## src/rtl/bp_pkg.sv

```systemverilog
// Shared branch-prediction types: the prediction metadata that rides the
// pipeline alongside each fetched instruction, plus the sequential-PC helper.
package bp_pkg;

    localparam int XLEN = 32;

    // Byte distance from one instruction to the next in program order.
    localparam logic [XLEN-1:0] INSN_BYTES = 32'd4;

    // Prediction made at fetch time for one instruction.
    typedef struct packed {
        logic            valid;
        logic            find;
        logic            jmp;
        logic [XLEN-1:0] npc;
    } pred_meta_t;

    // Bubble record: what a flushed or reset pipeline slot holds.
    localparam pred_meta_t META_EMPTY = '{valid: 1'b0, find: 1'b0, jmp: 1'b0, npc: 32'd0};

    // Fall-through next PC; wraps modulo 2^32 by construction.
    function automatic logic [XLEN-1:0] seq_npc(input logic [XLEN-1:0] pc);
        return pc + INSN_BYTES;
    endfunction

endpackage

```

## src/rtl/pred_meta_reg.sv

```systemverilog
// One pipeline stage for prediction metadata. Flush turns the slot into a
// bubble and wins over stall; stall holds; otherwise the upstream record loads.
module pred_meta_reg
    import bp_pkg::*;
(
    input  logic       clk,
    input  logic       rst,
    input  logic       stall,
    input  logic       flush,
    input  pred_meta_t d,
    output pred_meta_t q
);

    pred_meta_t meta_r;

    // Stage register: reset, bubble on flush, hold on stall, else advance.
    always_ff @(posedge clk) begin
        if (rst) begin
            meta_r <= META_EMPTY;
        end else if (flush) begin
            meta_r <= META_EMPTY;
        end else if (!stall) begin
            meta_r <= d;
        end else begin
            meta_r <= meta_r;
        end
    end

    assign q = meta_r;

endmodule

```

## src/rtl/branch_resolve.sv

```systemverilog
// Branch resolution: delays the fetch-time prediction to EX, compares it with
// the real next PC, raises a mispredict flush, emits a predictor update and
// keeps saturating branch / mispredict statistics.
module branch_resolve
    import bp_pkg::*;
#(
    parameter int CNT_WIDTH = 32
) (
    input  logic                 clk,
    input  logic                 rst,
    input  logic [31:0]          PC_IF,
    input  logic [31:0]          NPC_Pred_IF,
    input  logic                 find_IF,
    input  logic                 jmp_IF,
    input  logic                 stall_IFID,
    input  logic                 flush_IFID,
    input  logic                 stall_IDEX,
    input  logic                 flush_IDEX,
    input  logic                 is_br_EX,
    input  logic                 br_EX,
    input  logic [31:0]          PC_EX,
    input  logic [31:0]          br_target,
    output logic                 find_EX,
    output logic                 jmp_EX,
    output logic [31:0]          NPC_Pred_EX,
    output logic                 fail,
    output logic [31:0]          redirect_PC,
    output logic                 upd_valid,
    output logic                 upd_taken,
    output logic [31:0]          upd_PC,
    output logic [31:0]          upd_target,
    output logic [CNT_WIDTH-1:0] br_cnt,
    output logic [CNT_WIDTH-1:0] miss_cnt
);

    localparam logic [CNT_WIDTH-1:0] CNT_MAX = {CNT_WIDTH{1'b1}};
    localparam logic [CNT_WIDTH-1:0] CNT_ONE = {{(CNT_WIDTH-1){1'b0}}, 1'b1};

    pred_meta_t          if_meta_s;
    pred_meta_t          id_meta_s;
    pred_meta_t          ex_meta_s;
    logic                taken_s;
    logic [31:0]         actual_npc_s;
    logic                resolve_s;
    logic                fail_s;
    logic [31:0]         redirect_s;
    logic                upd_req_s;
    logic                upd_valid_r;
    logic                upd_taken_r;
    logic [31:0]         upd_pc_r;
    logic [31:0]         upd_target_r;
    logic [CNT_WIDTH-1:0] br_cnt_r;
    logic [CNT_WIDTH-1:0] miss_cnt_r;

    // PC_IF identifies the fetch the prediction belongs to; only the
    // prediction itself needs to travel down the pipe.
    assign if_meta_s = '{valid: 1'b1, find: find_IF, jmp: jmp_IF, npc: NPC_Pred_IF};

    pred_meta_reg u_ifid (
        .clk   (clk),
        .rst   (rst),
        .stall (stall_IFID),
        .flush (flush_IFID),
        .d     (if_meta_s),
        .q     (id_meta_s)
    );

    pred_meta_reg u_idex (
        .clk   (clk),
        .rst   (rst),
        .stall (stall_IDEX),
        .flush (flush_IDEX),
        .d     (id_meta_s),
        .q     (ex_meta_s)
    );

    assign find_EX     = ex_meta_s.find;
    assign jmp_EX      = ex_meta_s.jmp;
    assign NPC_Pred_EX = ex_meta_s.npc;

    // EX resolution: real next PC, once-only resolve strobe, mispredict check.
    // A stalled EX instruction is not resolved yet; it resolves when released.
    always_comb begin
        taken_s      = is_br_EX & br_EX;
        actual_npc_s = seq_npc(PC_EX);
        if (taken_s) begin
            actual_npc_s = br_target;
        end else begin
            actual_npc_s = seq_npc(PC_EX);
        end
        resolve_s  = ex_meta_s.valid & ~stall_IDEX;
        upd_req_s  = resolve_s & (is_br_EX | ex_meta_s.find);
        fail_s     = 1'b0;
        redirect_s = 32'd0;
        if (resolve_s && (actual_npc_s != ex_meta_s.npc)) begin
            fail_s     = 1'b1;
            redirect_s = actual_npc_s;
        end else begin
            fail_s     = 1'b0;
            redirect_s = 32'd0;
        end
    end

    assign fail        = fail_s;
    assign redirect_PC = redirect_s;

    // Predictor update: one-cycle pulse after a resolved branch or a resolved
    // instruction the predictor claimed (so false hits get trained out).
    always_ff @(posedge clk) begin
        if (rst) begin
            upd_valid_r  <= 1'b0;
            upd_taken_r  <= 1'b0;
            upd_pc_r     <= 32'd0;
            upd_target_r <= 32'd0;
        end else if (upd_req_s) begin
            upd_valid_r  <= 1'b1;
            upd_taken_r  <= taken_s;
            upd_pc_r     <= PC_EX;
            upd_target_r <= actual_npc_s;
        end else begin
            upd_valid_r  <= 1'b0;
            upd_taken_r  <= upd_taken_r;
            upd_pc_r     <= upd_pc_r;
            upd_target_r <= upd_target_r;
        end
    end

    assign upd_valid  = upd_valid_r;
    assign upd_taken  = upd_taken_r;
    assign upd_PC     = upd_pc_r;
    assign upd_target = upd_target_r;

    // Statistics: saturating counters so long runs never alias back to zero.
    always_ff @(posedge clk) begin
        if (rst) begin
            br_cnt_r   <= {CNT_WIDTH{1'b0}};
            miss_cnt_r <= {CNT_WIDTH{1'b0}};
        end else begin
            if (resolve_s && is_br_EX && (br_cnt_r != CNT_MAX)) begin
                br_cnt_r <= br_cnt_r + CNT_ONE;
            end else begin
                br_cnt_r <= br_cnt_r;
            end
            if (fail_s && (miss_cnt_r != CNT_MAX)) begin
                miss_cnt_r <= miss_cnt_r + CNT_ONE;
            end else begin
                miss_cnt_r <= miss_cnt_r;
            end
        end
    end

    assign br_cnt   = br_cnt_r;
    assign miss_cnt = miss_cnt_r;

endmodule

```

## config.mk

```make
export PLATFORM = sky130hd
export DESIGN_NAME = branch_resolve
export DESIGN_NICKNAME = d
export VERILOG_FILES = /design/src/rtl/bp_pkg.sv /design/src/rtl/pred_meta_reg.sv /design/src/rtl/branch_resolve.sv
export SDC_FILE = /design/constraint.sdc
export NUM_CORES = 1
export LEC_CHECK = 0
export BUFFER_PORTS_ARGS = -buffer_cell sky130_fd_sc_hd__buf_2
export CORE_MARGIN = 8
export CORE_UTILIZATION = 52
export DETAILED_ROUTE_END_ITERATION = 8
export PLACE_DENSITY = 0.85
export SLEW_MARGIN = 25
export SYNTH_ARGS = -nofsm -noshare
export SYNTH_HDL_FRONTEND = slang
export SYNTH_SLANG_ARGS = --single-unit
```

## constraint.sdc

```tcl
create_clock -name clk -period 4 [get_ports clk]
set_input_delay 0.2 -clock clk [delete_from_list [all_inputs] [get_ports clk]]
set_output_delay 0.2 -clock clk [all_outputs]
set_load 0.01 [all_outputs]
```

Yosys cells after proc, flatten, opt, wreduce, memory -nomap -nowiden
Index checks and enable logic that the tools add are counted.

$add $sub $neg: 3. Eq/ne operators: 3. Mux-type cells: 4. Bitwise logic cells: 5. Reductions and logical operators: 6.

Operator list (count): adder 32 x 1 -> 32 bit, second input constant (2); 2-to-1 mux 32 bit (2); inequality test 32 bit, second input constant (2); adder 32 x 3 -> 32 bit, second input constant (1); inequality test 32 bit (1); logical AND 1 bit (4); OR reduction 2 bit (2); AND 1 bit (3); 2-to-1 mux 1 bit (2); inverter 1 bit (1); OR 1 bit (1).

Register bits: 200. Output and inout bits: 197. Logic and storage cells: 35.

Longest topological paths before layout
Gate-level depths: netlist (run 1).

Depth after elaboration: 6. Mapped depth: 13. Mapped depth without buffers: 10.

Cells and area by module
From an unflattened synthesis (run 1), not the netlist that was laid out.

Cell total of the unflattened synthesis: 1272. Area, all modules: 10341.2 µm².

Modules (own cells, without submodules): branch_resolve (times used 1, cells an instance 1044, area an instance 7761.2 µm², seq. area each 2602.5 µm²); pred_meta_reg (times used 2, cells an instance 114, area an instance 1290.0 µm², seq. area each 700.7 µm²).

Least setup slack after synthesis (run 1)
Ideal clock, no wire load.

Path kind: input port to output port. Start: input port PC_EX[4]. End: output port redirect_PC[14]. Data arrival time: 2815 ps. Setup slack: 985 ps. Stages: 12. Buffers on the path: 3. Path through: buf_4 -> nand4_2 -> or4_1 -> buf_2 -> or3_4 -> or3_1 -> nand3_1 -> o31ai_1 -> and4_4 -> nand2b_1 -> buf_2 -> a211oi_1.

Word-level cells in the longest chain between the ends: 5.

Ends and longest elaborated chain: start: declaration (line branch_resolve.sv:21) `input logic [31:0] PC_EX,`; adder 32 x 3 -> 32 bit (*) (line bp_pkg.sv:23) `return pc + INSN_BYTES;`; 2-to-1 mux 32 bit (*) (line branch_resolve.sv:86) `if (taken_s) begin`; inequality test 32 bit (line branch_resolve.sv:95) `if (resolve_s && (actual_npc_s != ex_meta_s.npc)) begin`; logical AND 1 bit (line branch_resolve.sv:95); 2-to-1 mux 32 bit (*) (line branch_resolve.sv:95); end: declaration (line branch_resolve.sv:27) `output logic [31:0] redirect_PC,`.

Mark *: on every way between the ends. The rest lies on a longest branch, timed or not.

Worst setup path in the final report (run 1)
Start: register u_idex.meta_r, in the netlist u_idex.q[1]. End: output port redirect_PC[7].

Word-level cells in the longest chain between the ends: 3.

Ends and longest elaborated chain: start: declaration (line pred_meta_reg.sv:14) `pred_meta_t meta_r;`; start signal: assignment (line pred_meta_reg.sv:25) `meta_r <= meta_r;`; inequality test 32 bit (line branch_resolve.sv:95); logical AND 1 bit (line branch_resolve.sv:95); 2-to-1 mux 32 bit (line branch_resolve.sv:95).

No other way between the ends.

==> results of run 1 <==
[power by group]
part	internal [µW]	total (µW)	switching [µW]
Clock	864	1800	933
Sequential	2010	2020	13.5
Combinational	175	453	278
[routing by layer]
layer / vias to the layer above / GRT usage (%) / part of all wire, %
met1: 5197 / 35.0 / 40
met2: 576 / 48.6 / 47
met3: 85 / 8.04 / 9.5
met4: 2 / 10.4 / 3.4
li1: 5132 / - / -
met5: - / 0 / 0.034
[cell type report]
| class | count | share of cell area (%) |
|---|---|---|
| repair buffers | 368 | 16.0 |
| diodes | 5 | 0.0956 |
| inverters | 23 | 0.660 |
| clock buffers | 17 | 3.25 |
| clock inverters | 15 | 1.49 |
| multi-input cells | 982 | 45.4 |
| well taps | 270 | 2.58 |
| flip-flops and latches | 200 | 30.6 |
[placed cells by master (no fill, tap or decap), types with 36 or more instances in the layout]
cell	count
buf_2	300
nor2_1	214
dfxtp_1	200
nand2_1	134
a21oi_1	97
mux2i_1	78
buf_4	41
xor2_1	40
xnor2_1	39
nand3_1	38
nor2b_1	36
[per-stage QoR]
stage	hold slack, ps	setup slack, ps	total power, µW
after floorplan	336	985	2300
after global placement	430	213	2480
after detailed placement	437	188	2480
after CTS	0.258	200	4270
after global routing	21.5	80.8	4400
final	17.1	239	4270
[state kept, by name, summed over array words and instances, names as in the netlist]
name        cells
br_cnt         32
miss_cnt       32
u_idex.q       35
u_ifid.q       35
upd_PC         32
upd_taken       1
upd_target     32
upd_valid       1
[worst reg2reg max path: cells and delay by family (launching register included)]
| family | cells | cell delay (ps) |
|---|---|---|
| muxes | 1 | 340 |
| and+or+nand+nor | 5 | 1050 |
| AOI/OAI and AO/OA | 3 | 1080 |
| buffers and inverters | 1 | 410 |
| DFF | 1 | 380 |
[kinds of logic after synthesis]
family	after synthesis	share of synthesized area, %
AOI/OAI and AO/OA	211	12.3
xor gates and xnor gates	80	6.71
adders and majority gates	3	0.353
buffers and inverters	150	6.88
DFF	200	37.6
muxes	96	9.24
and+or+nand+nor	592	26.9
[path summary, 6_finish.rpt]
kind / start / end / slack (ps)
setup / recovery: u_idex.q[1] / redirect_PC[7] / 240
hold / removal: NPC_Pred_IF[30] / u_ifid.q[30] / 20
setup reg to reg: u_idex.q[1] / miss_cnt[10] / 620
hold reg to reg: upd_PC[0] / upd_PC[0] / 450
[timing repair]
action                     CTS  global route
hold endpoints to repair    26             0
setup endpoints to repair    0            13
hold buffers                26             0
resized for setup            0             2
==> flow_summary.json, run 1 <==
{
  "clk_latency_ps": 440,
  "fmax_mhz": 266,
  "rsz0062_at_grt": "no",
  "synthesis.nets": 1473,
  "setup_violations": 0,
  "ir_drop_mv": 0.259,
  "syn_area_um2": 10600,
  "ff2ff_path_depth": 10,
  "crit_chain": "or2_2 -> a2111oi_0 -> nor2_1 -> a31oi_1 -> nand4_1 -> a2111oi_0 -> and4_4 -> nand2b_1 -> buf_12 -> nor2_1 -> buf_2",
  "crit_required_ps": 3800,
  "synthArstFlopShare_pct": 0,
  "rows": 52,
  "critical_path_arrival_ps": 3560,
  "grt_pass1_wl_mm": 59.4,
  "die_area_um2": 25300,
  "path_buf_inv": 2,
  "synth.avg_cell_area_um2": 7.99,
  "maxSlewHeadroom_pct": 35.1,
  "crit_type": "reg -> out",
  "routed_wirelength_mm": 38.4,
  "status": "complete, no violations",
  "seq_area_um2": 4000,
  "final_cell_count_no_fill": 1880,
  "cp-end-kind": "primary output",
  "ios": 335,
  "cts.clk_slew.worst_paths_ps": 90,
  "p_leak_uw": 0.00565,
  "multi_input_area_um2": 5940,
  "place.gp.congestion": 0.989,
  "final_area_um2": 13100,
  "slew_violations": 0,
  "worstHoldPathCells": 3,
  "grt_overflow": 0,
  "core_area_um2": 20200,
  "yosys-top-cells-count": "215 x nor2_1, 200 x dfxtp_1, 134 x nand2_1",
  "synth_cell_type_count": 67,
  "area_growth_syn_to_layout_pct": 23.0,
  "synth_seq_cells": 200,
  "grt_pass1_vias": 10500,
  "htree_levels": 4,
  "seq_area_frac_synth_pct": 37.6,
  "port_buffers": 302,
  "cpPeakStageDelay_ps": 510,
  "worstSetupStartpointType": "register",
  "timing.final.crit_share_pct": 94.0,
  "grt_usage_pct": 29.0,
  "tightest_slew_ps": 970,
  "ant_nets": 0,
  "dp_cells": 1817,
  "fin_skew_ps": 12.3,
  "finalCriticalPeriod_ps": 3760,
  "cts_tree": "yes",
  "first_pass_iters": 5,
  "syn_inst": 1332,
  "hold_viol": 0,
  "crit_slowest_cell": "a2111oi_0",
  "die_w_um": 159,
  "cts_made_buffers": 17,
  "clk_path_buf_depth": 2,
  "synth.most_common_cell": "nor2_1",
  "start_util_pct": 52.8,
  "synth_warnings": 0,
  "ys.flop_type": "dfxtp_1",
  "synth_top_area_share_pct": 37.6,
  "p_per_area_nw_per_um2": 326,
  "worst-path-stages": 11,
  "finish.utilization_pct": 64.9,
  "wl_per_cell_um": 20.4,
  "fin_nets": 1733,
  "dpl.hpwl_mm": 28.5,
  "drive_gt1_share_pct": 24.6,
  "cts.sinks": 200,
  "drc": 0,
  "n_fill_cell": 1724,
  "placed_area_um2": 12200,
  "crit_fanout": 29,
  "grt_max_degree": 86,
  "die_h_um": 159,
  "clockRootBuffer": "clkbuf_16",
  "synth_edf_count": 0,
  "synth_area_leaders": "dfxtp_1 38%, nor2_1 7.6%, mux2i_1 7.3%",
  "drt-initial-drc-count": 1055,
  "yosysTopAreaCell": "dfxtp_1",
  "via_count": 11000,
  "crit_family": "simple AND/OR/NAND/NOR gates",
  "vias_per_cell": 5.85,
  "fin_setup_tns_ps": 0,
  "maxCapViolCount": 0,
  "post-cts-setup-buffers": 0,
  "antenna_found_initial": 6,
  "min_path_type": "in -> reg"
}
(Power assumes the default switching activity.)
==> run 2: changes to the inputs <==
--- a/config.mk
+++ b/config.mk
@@ -6,10 +6,12 @@
 export NUM_CORES = 1
 export LEC_CHECK = 0
 export BUFFER_PORTS_ARGS = -buffer_cell sky130_fd_sc_hd__buf_2
+export CELL_PAD_IN_SITES_DETAIL_PLACEMENT = 0
+export CELL_PAD_IN_SITES_GLOBAL_PLACEMENT = 1
 export CORE_MARGIN = 8
-export CORE_UTILIZATION = 52
+export CORE_UTILIZATION = 40
 export DETAILED_ROUTE_END_ITERATION = 8
-export PLACE_DENSITY = 0.85
+export PLACE_DENSITY = 0.9
 export SLEW_MARGIN = 25
 export SYNTH_ARGS = -nofsm -noshare
 export SYNTH_HDL_FRONTEND = slang
==> constraint.sdc (replaced) <==
create_clock -name clk -period 4.5 [get_ports clk]
set_input_delay 0.225 -clock clk [delete_from_list [all_inputs] [get_ports clk]]
set_output_delay 0.225 -clock clk [all_outputs]
set_load 0.01 [all_outputs]
==> flow_summary.json, run 2 (synthesized netlist as in run 1, its figures left out) <==
{
  "status": "complete, no violations",
  "cts_tree": "yes",
  "grt_overflow": 0,
  "final_cell_mix": "301 x buf_2, 214 x nor2_1, 200 x dfxtp_1",
  "grt_pass1_wl_mm": 56.4,
  "cpPeakStageDelay_ps": 760,
  "fmax_mhz": 251,
  "place.gp.congestion": 0.916,
  "port_buffers": 302,
  "cts.sinks": 200,
  "min_path_type": "in -> reg",
  "wl_per_cell_um": 20.1,
  "final_area_um2": 12700,
  "drive_gt1_share_pct": 23.9,
  "die_w_um": 179,
  "dpl.hpwl_mm": 29.0,
  "fin_nets": 1686,
  "clk_path_buf_depth": 2,
  "place_ws_ps": 501,
  "p_per_area_nw_per_um2": 292,
  "post-cts-setup-buffers": 0,
  "grt_pass1_vias": 9805,
  "core_area_um2": 26100,
  "ant_nets": 0,
  "ir_drop_mv": 0.206,
  "fin_setup_tns_ps": 0,
  "crit_fanout": 48,
  "area_growth_syn_to_layout_pct": 19.6,
  "crit_type": "in -> out",
  "crit_required_ps": 4280,
  "maxCapViolCount": 0,
  "fin_skew_ps": 11.0,
  "hold_viol": 0,
  "die_h_um": 179,
  "die_area_um2": 32100,
  "clockRootBuffer": "clkbuf_16",
  "rsz0062_at_grt": "no",
  "drc": 0,
  "ios": 335,
  "timing.final.crit_share_pct": 88.5,
  "placed_area_um2": 12100,
  "p_leak_uw": 0.00544,
  "clk_latency_ps": 430,
  "post_cts_resized": 0,
  "crit_chain": "buf_2 -> nand4_1 -> buf_4 -> or4_1 -> xor2_1 -> o32ai_1 -> a211o_1 -> nor4_1 -> and4_4 -> buf_4 -> nor3b_1 -> buf_2",
  "grt_usage_pct": 22.6,
  "layout_commonest_cell": "buf_2",
  "hold_buffers": 0,
  "cts.clk_slew.worst_paths_ps": 80,
  "vias_per_cell": 5.51,
  "maxSlewHeadroom_pct": 30.2,
  "finalCriticalPeriod_ps": 3980,
  "setup_violations": 0,
  "first_pass_iters": 5,
  "via_count": 10500,
  "drt-initial-drc-count": 931,
  "slew_violations": 0,
  "finish.utilization_pct": 48.9,
  "finalWorstSetupSlack_ps": 518,
  "rows": 59,
  "routed_wirelength_mm": 38.1,
  "power_uw": 3720,
  "worstSetupStartpointType": "input port",
  "cts_made_buffers": 17,
  "crit_slowest_cell": "or4_1",
  "start_util_pct": 40.8,
  "critical_path_arrival_ps": 3760,
  "antenna_found_initial": 12,
  "tightest_slew_ps": 1050,
  "cp-end-kind": "primary output",
  "htree_levels": 4,
  "grt_max_degree": 92
}
run 2: changes by cell type in the layout (fill, tap and decap cells not counted), sizes merged:
cell | before | now
dlygate4sd3 | 26 | 0
buf | 342 | 321
clkinv | 8 | 7
diode | 5 | 6
inv | 30 | 31
run 2: worst paths after layout:
path | from | end | slack, ps | depth (start not counted)
setup / recovery | PC_EX[7] | redirect_PC[13] | 520 | 12
hold / removal | NPC_Pred_IF[11] | u_ifid.q[11] | 20 | 3
setup reg to reg | u_idex.q[12] | miss_cnt[10] | 950 | 10
hold reg to reg | u_ifid.q[34] | u_ifid.q[34] | 450 | 2
run 2: worst max-delay path: cells and delay by family:
| kind | cells | cell delay (ps) |
|---|---|---|
| buf+inv | 4 | 1000 |
| xor+xnor | 1 | 260 |
| simple gates | 5 | 1870 |
| compound gates | 2 | 400 |
run 2: per-stage QoR:
step | cells | hold WS [ps]
finish | 1899 | 22.3
global route | 1896 | 6.64
CTS | 1893 | 5.14
detailed placement | 1861 | 443
global placement | 1861 | 436
floorplan | 1332 | 361
run 2: final cells by class:
| class | instances | area (µm²) |
|---|---|---|
| fill | 2585 | 13300 |
| multi-input combinational | 982 | 5930 |
| sequential | 200 | 4000 |
| timing repair buffer | 321 | 1680 |
| clock buffer | 17 | 425 |
| tap | 335 | 419 |
| clock inverter | 15 | 175 |
| inverter | 23 | 86.3 |
| antenna | 6 | 15.0 |
run 2: power breakdown:
part           switching, µW  total (µW)  internal, µW
combinational            237         368           132
sequential              11.5        1790          1780
clock                    802        1560           754
run 2: layer usage:
metal / routed length, µm / share of wire, % / track usage [%] / vias up
li1: - / - / - / 5040
met1: 16200 / 43 / 28.9 / 4858
met2: 16600 / 44 / 34.8 / 483
met3: 3850 / 10 / 6.97 / 70
met4: 1390 / 3.6 / 9.26 / 14
met5: 86 / 0.23 / 0 / -
==> run 3: changes to the inputs <==
--- a/config.mk
+++ b/config.mk
@@ -11,8 +11,10 @@
 export CORE_MARGIN = 8
 export CORE_UTILIZATION = 40
 export DETAILED_ROUTE_END_ITERATION = 8
+export MAX_ROUTING_LAYER = met4
 export PLACE_DENSITY = 0.9
 export SLEW_MARGIN = 25
 export SYNTH_ARGS = -nofsm -noshare
 export SYNTH_HDL_FRONTEND = slang
+export SYNTH_HIERARCHICAL = 1
 export SYNTH_SLANG_ARGS = --single-unit
==> constraint.sdc (replaced) <==
create_clock -name clk -period 4.5 [get_ports clk]
set_input_delay 0.45 -clock clk [delete_from_list [all_inputs] [get_ports clk]]
set_output_delay 0.45 -clock clk [all_outputs]
set_load 0.01 [all_outputs]
==> flow_summary.json, run 3 <==
{
  "layout_commonest_cell": "buf_2",
  "drive_gt1_share_pct": 24.3,
  "reg2reg_setup_slack_ps": 1010,
  "place.gp.congestion": 0.950,
  "synth_seq_cells": 200,
  "first_pass_iters": 5,
  "hold_buffers": 0,
  "gr-usage-met2_pct": 34.4,
  "cp-end-kind": "primary output",
  "status": "complete, no violations",
  "tightest_slew_ps": 822,
  "synthesis.nets": 1413,
  "power_uw": 3720,
  "switching_power_uw": 1000,
  "core_area_um2": 25700,
  "yosys-top-cells-count": "214 x nor2_1, 200 x dfxtp_1, 130 x nand2_1",
  "wl_per_cell_um": 19.5,
  "ios": 335,
  "setup_violations": 0,
  "slew_violations": 0,
  "ir_drop_mv": 0.226,
  "ant_nets": 0,
  "final_cell_count_no_fill": 1891,
  "crit_type": "in -> out",
  "syn_area_um2": 10300,
  "vias_per_cell": 5.41,
  "routed_wirelength_mm": 37.0,
  "antenna_found_initial": 9,
  "final_area_um2": 12600,
  "synth_top_area_share_pct": 38.7,
  "grt_max_degree": 111,
  "worstSetupStartpointType": "input port",
  "post-cts-setup-buffers": 0,
  "rows": 59,
  "cts_made_buffers": 17,
  "die_w_um": 177,
  "ys.flop_type": "dfxtp_1",
  "fin_skew_ps": 13.8,
  "die_area_um2": 31300,
  "fin_setup_tns_ps": 0,
  "grt_pass1_vias": 9597,
  "rsz0062_at_grt": "no",
  "finalCriticalPeriod_ps": 4260,
  "seq_area_frac_synth_pct": 38.7,
  "post_cts_resized": 0,
  "drc": 0,
  "power_frac_comb_pct": 9.3,
  "syn_inst": 1272,
  "dp_cells": 1849,
  "crit_fanout": 25,
  "p_leak_uw": 0.00544,
  "area_growth_syn_to_layout_pct": 22.3,
  "dpl.hpwl_mm": 28.1,
  "placed_area_um2": 12000,
  "crit_required_ps": 4050,
  "maxSlewHeadroom_pct": 45.2,
  "clockRootBuffer": "clkbuf_16",
  "port_buffers": 302,
  "min_path_type": "in -> reg",
  "synth_edf_count": 0,
  "critical_path_arrival_ps": 3810,
  "clk_path_buf_depth": 2,
  "busiest_layer": "met2",
  "maxCapViolCount": 0,
  "clk_latency_ps": 440,
  "cts.clk_slew.worst_paths_ps": 80,
  "cts.sinks": 200,
  "via_count": 10200,
  "clock_power_share_pct": 42.6,
  "finalHoldWorstSlack_ps": 241,
  "synth.most_common_cell": "nor2_1",
  "cts_tree": "yes",
  "final_cell_mix": "300 x buf_2, 213 x nor2_1, 200 x dfxtp_1",
  "htree_levels": 4,
  "use_met1_pct": 30.9,
  "synth_area_leaders": "dfxtp_1 39%, nor2_1 7.8%, mux2i_1 7.5%",
  "start_util_pct": 40.3,
  "fmax_mhz": 235,
  "hold_viol": 0,
  "p_seq_share_pct": 48.1,
  "drt-initial-drc-count": 883,
  "yosysTopAreaCell": "dfxtp_1",
  "synth.avg_cell_area_um2": 8.13,
  "synth_cell_type_count": 67,
  "internal_power_uw": 2720,
  "timing.final.crit_share_pct": 94.8,
  "synthArstFlopShare_pct": 0,
  "p_per_area_nw_per_um2": 294,
  "synth_warnings": 6,
  "grt_overflow": 0,
  "grt_pass1_wl_mm": 55.6,
  "grt_usage_pct": 23.4,
  "fin_nets": 1674,
  "swShare_pct": 27.0,
  "met3_usage_pct": 4.10,
  "die_h_um": 177
}
[run 3: changes by cell type after synthesis, sizes merged, moves of 7 or more]
cell,delta
nor2b,-13
buf,-19
clkbuf,-23
nand4,-9
a21oi,+9
or4,+7
[run 3: power groups by stage]
stage	clock network [µW]	logic, µW	registers (µW)
global placement	0	336	1830
finish	1590	344	1790
global route	1700	370	1790
CTS	1620	339	1790
floorplan	0	208	1830
detailed placement	0	338	1830
[run 3: per-stage QoR]
step	setup WS [ps]	util, %
final	236	49.2
after global routing	66.8	49.2
after CTS	227	49.1
after detailed placement	234	46.8
after global placement	243	46.7
after floorplan	622	-
[run 3: cells by family after synthesis]
family | synth area share [%]
AO/OA/AOI/OAI | 12.9
buffers and inverters | 5.54
other | 0.0363
XOR/XNOR | 6.52
AND/OR/NAND/NOR | 26.9
flip-flops | 38.7
multiplexers | 8.97
adder cells (fa/ha/maj) | 0.363
[run 3: critical path, cell delays in order]
cell and delay (ps):
buf_2 110, ha_1 220, nand4_2 230, or3_1 510, buf_4 200, xnor2_1 260
mux2i_1 190, xnor2_1 190, a2111o_1 400, nor4b_4 320, nand2b_1 210, buf_12 220
a211oi_1 110, buf_2 180
[run 3: cell type report]
type	count	area (µm²)
tap	335	419
inverter	18	67.6
clock buffer	19	443
sequential	200	4000
timing repair buffer	327	1750
clock inverter	13	154
multi-input combinational	969	5790
antenna	10	25.0
fill	2604	13000
[run 3: routing by layer]
| layer | vias up | share of wire, % |
|---|---|---|
| li1 | 4980 | - |
| met1 | 4792 | 45 |
| met2 | 395 | 45 |
| met3 | 67 | 6.2 |
| met4 | 0 | 3.6 |
| met5 | - | 0 |
[run 3: final timing paths]
kind,endpoint,start,depth (start not counted)
setup reg to reg,miss_cnt[0],u_idex/q[3],10
setup / recovery,redirect_PC[26],PC_EX[2],14
hold / removal,u_ifid/q[29],NPC_Pred_IF[29],3
hold reg to reg,upd_PC[23],upd_PC[23],2
